$ cat src/rtl/otter_id_ex_stage.sv
// otter_id_ex_stage: ID/EX pipeline register with flush, hold and load-use bubble insertion
module otter_id_ex_stage #(
    parameter int XLEN  = 32,
    parameter int CNT_W = 16
) (
    input  logic             clk,
    input  logic             rst_n,
    input  logic             id_valid_i,
    input  logic [XLEN-1:0]  id_pc_i,
    input  logic [XLEN-1:0]  id_ir_i,
    input  logic [XLEN-1:0]  id_rs1_data_i,
    input  logic [XLEN-1:0]  id_rs2_data_i,
    input  logic             id_alu_srca_i,
    input  logic [1:0]       id_alu_srcb_i,
    input  logic [3:0]       id_alu_fun_i,
    input  logic [1:0]       id_rf_wr_sel_i,
    input  logic             id_reg_write_i,
    input  logic             id_mem_read_i,
    input  logic             id_mem_write_i,
    input  logic             ex_flush_i,
    input  logic             ex_ready_i,
    output logic             id_stall_o,
    output logic             ex_valid_o,
    output logic [XLEN-1:0]  ex_pc_o,
    output logic [XLEN-1:0]  ex_ir_o,
    output logic [XLEN-1:0]  ex_rs1_data_o,
    output logic [XLEN-1:0]  ex_rs2_data_o,
    output logic             ex_alu_srca_o,
    output logic [1:0]       ex_alu_srcb_o,
    output logic [3:0]       ex_alu_fun_o,
    output logic [1:0]       ex_rf_wr_sel_o,
    output logic             ex_reg_write_o,
    output logic             ex_mem_read_o,
    output logic             ex_mem_write_o,
    output logic [4:0]       ex_rd_o,
    output logic [CNT_W-1:0] bubble_cnt_o
);
    localparam logic [6:0] OP_LUI    = 7'b0110111;
    localparam logic [6:0] OP_AUIPC  = 7'b0010111;
    localparam logic [6:0] OP_JAL    = 7'b1101111;
    localparam logic [6:0] OP_OP     = 7'b0110011;
    localparam logic [6:0] OP_STORE  = 7'b0100011;
    localparam logic [6:0] OP_BRANCH = 7'b1100011;
    localparam logic [XLEN-1:0] NOP  = XLEN'(32'h00000013);

    typedef struct packed {
        logic            valid;
        logic [XLEN-1:0] pc;
        logic [XLEN-1:0] ir;
        logic [XLEN-1:0] rs1;
        logic [XLEN-1:0] rs2;
        logic            srca;
        logic [1:0]      srcb;
        logic [3:0]      fun;
        logic [1:0]      wsel;
        logic            rw;
        logic            mr;
        logic            mw;
    } ex_t;

    ex_t              ex_q, ex_d, bubble, id_ex;
    logic [CNT_W-1:0] cnt_q, cnt_d;
    logic [4:0]       rd;
    logic [6:0]       opc;
    logic             use_rs1, use_rs2, hazard, do_bubble;

    assign rd  = ex_q.ir[11:7];
    assign opc = id_ir_i[6:0];

    // Detect a load in EX whose destination is read by the instruction in ID
    always_comb begin
        use_rs1   = !(opc == OP_LUI || opc == OP_AUIPC || opc == OP_JAL);
        use_rs2   = opc == OP_OP || opc == OP_STORE || opc == OP_BRANCH;
        hazard    = ex_q.valid && ex_q.mr && id_valid_i && rd != 5'd0 &&
                    ((use_rs1 && rd == id_ir_i[19:15]) || (use_rs2 && rd == id_ir_i[24:20]));
        id_stall_o = !ex_flush_i && (!ex_ready_i || hazard);
        do_bubble  = !ex_flush_i && ex_ready_i && hazard;
    end

    // Choose next register contents: flush, hold, bubble, then advance
    always_comb begin
        bubble    = '0;
        bubble.ir = NOP;
        id_ex     = '{valid: 1'b1, pc: id_pc_i, ir: id_ir_i, rs1: id_rs1_data_i, rs2: id_rs2_data_i,
                      srca: id_alu_srca_i, srcb: id_alu_srcb_i, fun: id_alu_fun_i, wsel: id_rf_wr_sel_i,
                      rw: id_reg_write_i, mr: id_mem_read_i, mw: id_mem_write_i};
        ex_d      = ex_flush_i ? bubble : !ex_ready_i ? ex_q : hazard ? bubble : id_valid_i ? id_ex : bubble;
        cnt_d     = (do_bubble && cnt_q != '1) ? cnt_q + CNT_W'(1) : cnt_q;
    end

    // Pipeline register and saturating bubble counter; reset leaves a bubble behind
    always_ff @(posedge clk or negedge rst_n) begin
        if (!rst_n) begin
            ex_q    <= '0;
            ex_q.ir <= NOP;
            cnt_q   <= '0;
        end else begin
            ex_q    <= ex_d;
            cnt_q   <= cnt_d;
        end
    end

    assign ex_valid_o     = ex_q.valid;
    assign ex_pc_o        = ex_q.pc;
    assign ex_ir_o        = ex_q.ir;
    assign ex_rs1_data_o  = ex_q.rs1;
    assign ex_rs2_data_o  = ex_q.rs2;
    assign ex_alu_srca_o  = ex_q.srca;
    assign ex_alu_srcb_o  = ex_q.srcb;
    assign ex_alu_fun_o   = ex_q.fun;
    assign ex_rf_wr_sel_o = ex_q.wsel;
    assign ex_reg_write_o = ex_q.rw;
    assign ex_mem_read_o  = ex_q.mr;
    assign ex_mem_write_o = ex_q.mw;
    assign ex_rd_o        = rd;
    assign bubble_cnt_o   = cnt_q;
endmodule

$ cat config.mk
export PLATFORM = sky130hd
export DESIGN_NAME = otter_id_ex_stage
export DESIGN_NICKNAME = d
export VERILOG_FILES = /design/src/rtl/otter_id_ex_stage.sv
export SDC_FILE = /design/constraint.sdc
export NUM_CORES = 1
export LEC_CHECK = 0
export ABC_CLOCK_PERIOD_IN_PS = 1770
export BUFFER_PORTS_ARGS = -buffer_cell sky130_fd_sc_hd__clkbuf_2
export CORE_MARGIN = 4
export CORE_UTILIZATION = 41
export CTS_CLUSTER_DIAMETER = 40
export DETAILED_ROUTE_END_ITERATION = 6
export PLACE_DENSITY = 0.84
export SYNTH_ARGS = -nofsm -noshare
export SYNTH_HDL_FRONTEND = slang
export SYNTH_SLANG_ARGS = --single-unit
$ cat constraint.sdc
create_clock -name clk -period 1.77 [get_ports clk]
set_input_delay 0.0885 -clock clk [delete_from_list [all_inputs] [get_ports clk]]
set_output_delay 0.0885 -clock clk [all_outputs]
set_load 0.05 [all_outputs]
Word level (Yosys, flattened, before mapping)
Cells that the tools add are included.
{ "op_classes": {"add_sub_neg": 1, "mul": 0, "div_mod_pow": 0, "n_lt_le_gt_ge": 0, "eq_ne": 9, "shifts": 0, "muxes": 4, "bitwise": 0, "n_reduce_logical": 21} }
{ "op_table": {"columns": ["op", "n"], "rows": [
  ["$mux W141", 4],
  ["$eq A7 B6 Y1 const B", 3],
  ["$add A16 B1 Y16 const B", 1],
  ["$ne A16 B16 Y1 const B", 1],
  ["$eq A7 B7 Y1 const B", 2],
  ["$eq A5 B5 Y1", 2],
  ["$logic_and A1 B1 Y1", 10],
  ["$eq A7 B5 Y1 const B", 1],
  ["$logic_or A1 B1 Y1", 6],
  ["$reduce_bool A5 Y1", 1],
  ["$logic_not A1 Y1", 3],
  ["$reduce_bool A2 Y1", 1]
]} }
{ "word_totals": {"reg_bits": 157, "latchBits": 0, "mem_bits_rw": 0, "romBits": 0, "in_bits": 145, "out_inout_bits": 163, "mem_count": 0} }

Longest topological paths before layout
Gate-level depths: netlist (run 1).
{ "depth": {"ltp_word": 10, "depth_mapped": 8, "ltp_nobuf": 7} }

Least setup slack after synthesis (run 1)
OpenSTA, ideal clock, no wires.
{ "synth_timing": {"path_kind": "reg2out", "start": "register ex_q (netlist bit ex_ir_o[8])", "end": "output port id_stall_o", "arrival_time_ns": 2.423, "required_time_ns": 1.681, "path_slack_ns": -0.742, "stages_incl_launch_ff": 8, "n_path_buf": 1, "path_cell_list": "dfrtp_1 or4_1 o211ai_1 a31o_2 a21oi_1 buf_2 nand2_1 a21oi_1"} }
{ "synth_via": {"elab_chain_cells": 6} }
{ "synth_lines": {"columns": ["item", "line", "source"], "rows": [
  ["start: declaration", "61", "ex_t ex_q, ex_d, bubble, id_ex;"],
  ["$eq A5 B5 Y1", "75", "((use_rs1 && rd == id_ir_i[19:15]) || (use_rs2 && rd == id_ir_i[24:20]));"],
  ["$logic_and A1 B1 Y1", "75", null],
  ["$logic_or A1 B1 Y1", "75", null],
  ["$logic_and A1 B1 Y1 *", "74", "hazard = ex_q.valid && ex_q.mr && id_valid_i && rd != 5'd0 &&"],
  ["$logic_or A1 B1 Y1 *", "76", "id_stall_o = !ex_flush_i && (!ex_ready_i || hazard);"],
  ["$logic_and A1 B1 Y1 *", "76", null],
  ["end: declaration", "22", "output logic id_stall_o,"]
]} }
Every way passes the cells marked *; elsewhere a longest branch is shown, timed or not.

Final worst setup path (run 1)
Same ends and word-level chain as after synthesis.

==> key figures, run 1 <==
Run status
  – Status: finished with violations
  – Failing checks: setup timing

Routing
  – DRC errors left: 0
  – Mean number of vias per cell: 5.47
  – DR iter-0 viols: approximately 390
  – Avg WL per Cell: 22.1 um
  – Via Count: just over 6000
  – Post-route ant nets: 0
  – Drt total wl: around 25000 um
  – DRT Pass-1 Iters: 5

Synthesis
  – Number of synthesized register bits: about 160
  – Synth Cell Area: 6040 um2
  – Sequential share of the synthesized area: 0.652
  – Synth Warn #: 0
  – Mean post-synth cell area: 14.3 um2
  – Syn Inst Count: approximately 420
  – Synth Flop Type: dfrtp_1
  – Post-synth EDFFs: 0
  – Yosys cell types: 38
  – Async SR Flop Fraction: 1.00
  – Mapped Nets: 568

Timing
  – Final min period: roughly 2400 ps
  – Tcrit/Tclk final: 1.35
  – Final hold slack: between 20 and 30 ps
  – Slew margin rel.: 0.491
  – Fmax: roughly 0.42 GHz
  – Worst Skew: 7.64 ps
  – Final hold vios: 0
  – Worst-Margin Slew: between 700 and 800 ps
  – Final setup viols: 158
  – RSZ-0062 raised after global routing: true
  – Final WS setup: -620 ps
  – Final Slew Violations: 0

Power
  – Pwr dens: between 800 and 900 nW/um2
  – Switching Fraction: 0.278
  – Clock network fraction of design power: 0.414
  – Psw: around 0.0025 W
  – Pint: between 0.006 and 0.007 W
  – Sequential Power Share: 0.416
  – Peak supply drop: between 0.6 and 0.7 mV
  – Leakage: between 5 and 6 nW
  – Combinational share of power: 0.171

Clock tree
  – Max Buffers Root-to-Sink: 2
  – Cts bufs inserted: 17
  – Root Driver: clkbuf_16
  – CTS H-tree lvls: 4
  – CTS sink cnt: between 150 and 200
  – CTS clk-pin slew, worst paths: ~70 ps
  – Worst-Skew Late Latency: between 400 and 500 ps
  – CTS tree: yes

Die
  – Core area: between 10000 and 15000 um2
  – Die W: 129 um
  – Die Height: between 100 and 150 um
  – Die ar.: 16700 um2
  – Io pins: between 300 and 400
  – Starting Density: 0.417
  – Row cnt: 44

Critical path
  – Worst R2R Setup Slack: -600 ps
  – CP arrival: around 2300 ps
  – Slowest stage delay, CP: approximately 450 ps
  – Most used cell, CP: a21oi_4
  – Crit path cell chain: xor2_1 -> nor2_1 -> nand4_1 -> a21oi_4 -> buf_6 -> nand2_4 -> a21oi_4 -> buf_12
  – Slowest stage cell, crit path: dfrtp_2
  – Worst Setup End Kind: output pin
  – CP Class: reg2out
  – Critical path required time: around 1700 ps
  – CP Max Fanout: 4
  – Critical path launch point type: register

GRT
  – Vias in the first global route: 6520
  – Global Route Usage Sum: 0.276
  – Largest net degree at the start of global routing: 75
  – Grt total ovfl: 0
  – Initial antenna violation count: 0
  – First-pass GRT wire length: around 35000 um

Final layout
  – Area growth syn-to-layout: 77.2%
  – Share of cells above drive strength 1: 0.497
  – Final nets: 1068
  – Layout Utilization: 0.739

Placed design
  – RePlAce Congestion: between 0.8 and 0.9
  – Hpwl dp: between 10000 and 15000 um
  – Port Buffers: roughly 310

Run
  – # Max-Cap Violations: 0

Min path
  – Worst hold path type: in2reg
==> metal layers <==
metal / vias up / wire (um) / global-route usage
met5: - / 0 / 0
met4: 0 / 1150 / 0.130
met3: 100 / 2230 / 0.0709
met2: 401 / 12500 / 0.469
met1: 3014 / 8940 / 0.330
li1: 2617 / - / -
==> cell usage after synthesis (2+ instances only) <==
master,count,area [um2]
clkbuf_1,15,56.3
nand4_1,5,31.3
nor4_1,2,12.5
buf_4,6,45.0
nand3_1,10,50.1
a21oi_1,6,30.0
dfstp_2,3,78.8
xor2_1,15,131
dfrtp_1,154,3850
o32a_1,3,30.0
nor3_1,7,35.0
nand2_1,7,26.3
o21ai_0,2,10.0
buf_6,15,169
xnor2_1,7,61.3
nor2_1,5,18.8
and3_1,2,12.5
inv_1,2,7.51
a22o_1,137,1200
==> timing repair <==
action / CTS / global route
hold buffers: 139 / 0
cloned: 10 / 4
buffers inserted: 18 / 6
setup endpoints to repair: 158 / 158
pin swaps: 15 / 30
resized for setup: 30 / 23
endpoints found under the hold margin: 295 / 0
==> state kept, by name, indices dropped and copies added, names as in the netlist, 2 cells and up <==
register and cells:
ex_alu_fun_o 4, ex_pc_o 32, ex_alu_srcb_o 2, ex_rs2_data_o 32
ex_rf_wr_sel_o 2, ex_rs1_data_o 32, ex_ir_o 32, bubble_cnt_o 16
==> through the flow <==
stage               power, W  worst slack [ps]  cells  instance area [um2]  setup TNS (ps)
floorplan            0.00454              -266    422                 6130          -36010
global placement     0.00499              -327    918                 8040          -44270
detailed placement   0.00501              -364    918                 8040          -46750
CTS                  0.00912              -464   1117                10600          -62940
global route         0.00943              -667   1119                10700          -89020
finish               0.00914              -620   1121                10700          -77860
==> path summary, 6_finish.rpt <==
check,start,depth (start not counted),endpoint
max,ex_ir_o[8],8,id_stall_o
min,id_ir_i[22],3,ex_ir_o[22]
max reg2reg,ex_ir_o[8],8,bubble_cnt_o[7]
min reg2reg,bubble_cnt_o[14],1,bubble_cnt_o[14]
max in group asynchronous,rst_n,3,ex_pc_o[17]
min in group asynchronous,rst_n,2,bubble_cnt_o[0]
==> cells by family (layout without fill, tap and decap cells) <==
group                      Yosys count  in the layout  synth area share
xor gates and xnor gates            23             23            0.0346
other                                0              2                 0
AOI/OAI and AO/OA                  153            153             0.218
DFF                                157            157             0.652
muxes                                1              1           0.00187
buffers and inverters               39            552            0.0468
adders and majority gates            1              1           0.00207
and+or+nand+nor                     48             48            0.0446
==> power groups by stage <==
stage	sequential, W	combinational, W	clock, W
4_1_cts	0.00379	0.00152	0.00381
3_5_place_dp	0.00385	0.00116	0
6_report	0.00380	0.00156	0.00378
5_1_grt	0.00381	0.00164	0.00398
3_3_place_gp	0.00385	0.00114	0
2_1_floorplan	0.00428	0.000257	0
==> critical path: cells and delay by family (launching register included) <==
kind | cells | cell delay, ps
AOI/OAI and AO/OA | 2 | 440
xor gates and xnor gates | 1 | 200
buffers and inverters | 2 | 300
DFF | 1 | 450
and+or+nand+nor | 3 | 490
==> area by class of cell <==
type / instances / area, um2
fillers: 835 / 3780
flip-flops and latches: 157 / 3950
clock inverters: 13 / 164
repair buffers: 518 / 3860
inverters: 2 / 7.51
multi-input cells: 226 / 2030
clock buffers: 19 / 443
diodes: 2 / 5.00
well taps: 184 / 230
==> placed cells by master, fill, tap and decap left out, types with 2 or more instances in the layout <==
master	count
a22o_1	137
or4_4	2
nor3_2	5
buf_4	38
diode_2	2
a21oi_4	2
buf_16	3
and3_1	2
clkinv_4	3
o21ai_0	2
a21oi_1	2
nand3_1	7
dlygate4sd3_1	139
dfrtp_1	137
nand2_2	2
nand2_4	2
clkinvlp_4	2
bufinv_16	3
buf_8	2
inv_6	2
nor2_4	3
a21oi_2	2
nand3_2	2
nand2_1	3
clkbuf_2	305
buf_12	16
xor2_1	14
clkbuf_16	21
dfrtp_2	17
nor2_1	3
inv_1	2
nand4_1	5
buf_6	11
xnor2_1	6
clkinv_2	3
xnor2_2	2
dfstp_2	3
o32a_1	3
Note: power is estimated with default switching activity, not from simulation.
==> run 2: changes to the inputs <==
--- a/config.mk
+++ b/config.mk
@@ -7,11 +7,13 @@
 export LEC_CHECK = 0
 export ABC_CLOCK_PERIOD_IN_PS = 1770
 export BUFFER_PORTS_ARGS = -buffer_cell sky130_fd_sc_hd__clkbuf_2
+export CELL_PAD_IN_SITES_DETAIL_PLACEMENT = 1
+export CELL_PAD_IN_SITES_GLOBAL_PLACEMENT = 2
 export CORE_MARGIN = 4
-export CORE_UTILIZATION = 41
+export CORE_UTILIZATION = 25
 export CTS_CLUSTER_DIAMETER = 40
 export DETAILED_ROUTE_END_ITERATION = 6
-export PLACE_DENSITY = 0.84
+export PLACE_DENSITY = 0.83
 export SYNTH_ARGS = -nofsm -noshare
 export SYNTH_HDL_FRONTEND = slang
 export SYNTH_SLANG_ARGS = --single-unit
==> key figures, run 2 (synthesized netlist as in run 1, its figures left out) <==
Routing
  – DR iter-0 viols: approximately 240
  – DRC errors left: 0
  – Post-route ant nets: 0
  – DRT Pass-1 Iters: 4
  – Avg WL per Cell: 19.8 um
  – Via Count: a little under 6000
  – Drt total wl: 24800 um
  – Mean number of vias per cell: roughly 4.6

Clock tree
  – CTS tree: yes
  – CTS H-tree lvls: 4
  – Cts bufs inserted: 17
  – Root Driver: clkbuf_16
  – Max Buffers Root-to-Sink: 2
  – CTS sink cnt: 157
  – Worst-Skew Late Latency: 420 ps
  – CTS clk-pin slew, worst paths: 70 ps

Final layout
  – Share of cells above drive strength 1: 0.489
  – Area growth syn-to-layout: 74.6%
  – Most frequent cells in the layout: 305 x clkbuf_2, 137 x a22o_1, 137 x dfrtp_1
  – Layout Utilization: 0.446
  – Layout Cells excl Fill: 1255
  – Fillcell total: 2544
  – Commonest non-fill, non-tap cell in the layout: clkbuf_2
  – Final nets: around 1100

Power
  – Leakage: around 5.5 nW
  – Combinational share of power: 0.167
  – Pint: about 0.0063 W
  – Clock network fraction of design power: 0.408
  – Switching Fraction: 0.295
  – Sequential Power Share: 0.425
  – Psw: around 0.0026 W
  – Final Power: around 0.0089 W
  – Pwr dens: approximately 850 nW/um2
  – Peak supply drop: roughly 0.46 mV

Min path
  – Worst hold path type: in2reg
  – Hold depth: 3
  – Hold Path End: ex_ir_o[2]
  – Worst Hold Launch: id_ir_i[2]

GRT
  – First-pass GRT wire length: approximately 38000 um
  – Vias in the first global route: about 6700
  – Largest net degree at the start of global routing: about 80
  – Grt total ovfl: 0
  – Global Route Usage Sum: 0.184
  – Initial antenna violation count: 2

Critical path
  – Slowest stage delay, CP: about 420 ps
  – Worst Setup End Kind: output pin
  – CP Class: reg2out
  – Worst setup startpoint: ex_ir_o[9]
  – Critical path launch point type: register
  – Crit Reg-Reg Endpoint: ex_rs2_data_o[10]
  – Worst R2R Setup Slack: -450 ps
  – CP Max Fanout: 4
  – R2R Path Start: ex_ir_o[9]
  – Critical path required time: between 1500 and 2000 ps
  – CP arrival: between 2000 and 2500 ps
  – Slowest stage cell, crit path: dfrtp_2
  – Path depth of the worst reg2reg path: 9
  – Crit path cell chain: buf_4 -> xor2_1 -> nor3_1 -> nand3_1 -> a21oi_2 -> buf_6 -> nand2_4 -> a21oi_4 -> buf_12

Timing
  – Final setup viols: around 160
  – Worst-Margin Slew: between 600 and 700 ps
  – Final hold slack: roughly 49 ps
  – Worst Skew: 10.2 ps
  – Final Slew Violations: 0
  – Tcrit/Tclk final: 1.28
  – Final hold vios: 0
  – Slew margin rel.: 0.585
  – RSZ-0062 raised after global routing: true
  – Fmax: about 0.44 GHz
  – Final TNS setup: -57540 ps
  – Final WS setup: -497 ps
  – Final min period: about 2300 ps

Placed design
  – Port Buffers: about 310
  – RePlAce Congestion: approximately 0.79
  – Placed Cells: 1078
  – Hpwl dp: 16300 um

Die
  – Die Height: between 150 and 200 um
  – Core area: between 20000 and 25000 um2
  – Die ar.: around 27000 um2
  – Row cnt: 56
  – Starting Density: 0.256
  – Io pins: approximately 310
  – Die W: around 160 um

Run status
  – Failing checks: setup timing
  – Status: finished with violations

Run
  – # Max-Cap Violations: 0
## run 2: layout make-up
class,instances,area [um2],share of cell area
antenna,2,5.00,0.000475
clock buffer,19,443,0.0420
clock inverter,13,133,0.0126
inverter,2,7.51,0.000712
multi-input combinational,226,1970,0.187
sequential,157,3950,0.375
tap,319,399,0.0379
timing repair buffer,517,3630,0.344
## run 2: layer usage
layer,routed length [um],up-vias,GRT usage
met3,1660,33,0.0495
met5,0,-,0
met2,12400,240,0.312
met1,10100,2907,0.225
met4,675,0,0.0694
li1,-,2609,-
## run 2: stage by stage
| step | area, um2 | setup slack, ps |
|---|---|---|
| floorplan | 6130 | -266 |
| global placement | 8410 | -307 |
| detailed placement | 8410 | -297 |
| CTS | 10400 | -463 |
| global route | 10500 | -597 |
| finish | 10500 | -497 |
## run 2: worst max-delay path by stage
stage                      endpoint  depth (start not counted)
floorplan           bubble_cnt_o[1]                          7
global placement         ex_ir_o[7]                          8
detailed placement       id_stall_o                          9
CTS                      id_stall_o                          8
global route             id_stall_o                          9
finish                   id_stall_o                          9
## run 2: power by group through the flow
stage	sequential [W]	clock, W	combinational (W)
global placement	0.00385	0	0.00121
finish	0.00380	0.00365	0.00149
detailed placement	0.00385	0	0.00123
global route	0.00381	0.00393	0.00158
CTS	0.00379	0.00377	0.00148
floorplan	0.00428	0	0.000257
## run 2: repair_timing
| action | 4_1_cts | 5_1_grt |
|---|---|---|
| hold buffers | 136 | 0 |
| endpoints found under the hold margin | 179 | 0 |
| buffers inserted | 2 | 4 |
| pin swaps | 8 | 6 |
| cloned | 0 | 1 |
| setup endpoints to repair | 158 | 158 |
| resized for setup | 15 | 10 |
## run 2: worst max-delay path: cells and delay by family, from the launching register on
kind	cells	cell delay, ps
xor+xnor	1	130
simple gates	3	420
flops	1	420
buf+inv	3	420
compound gates	2	360
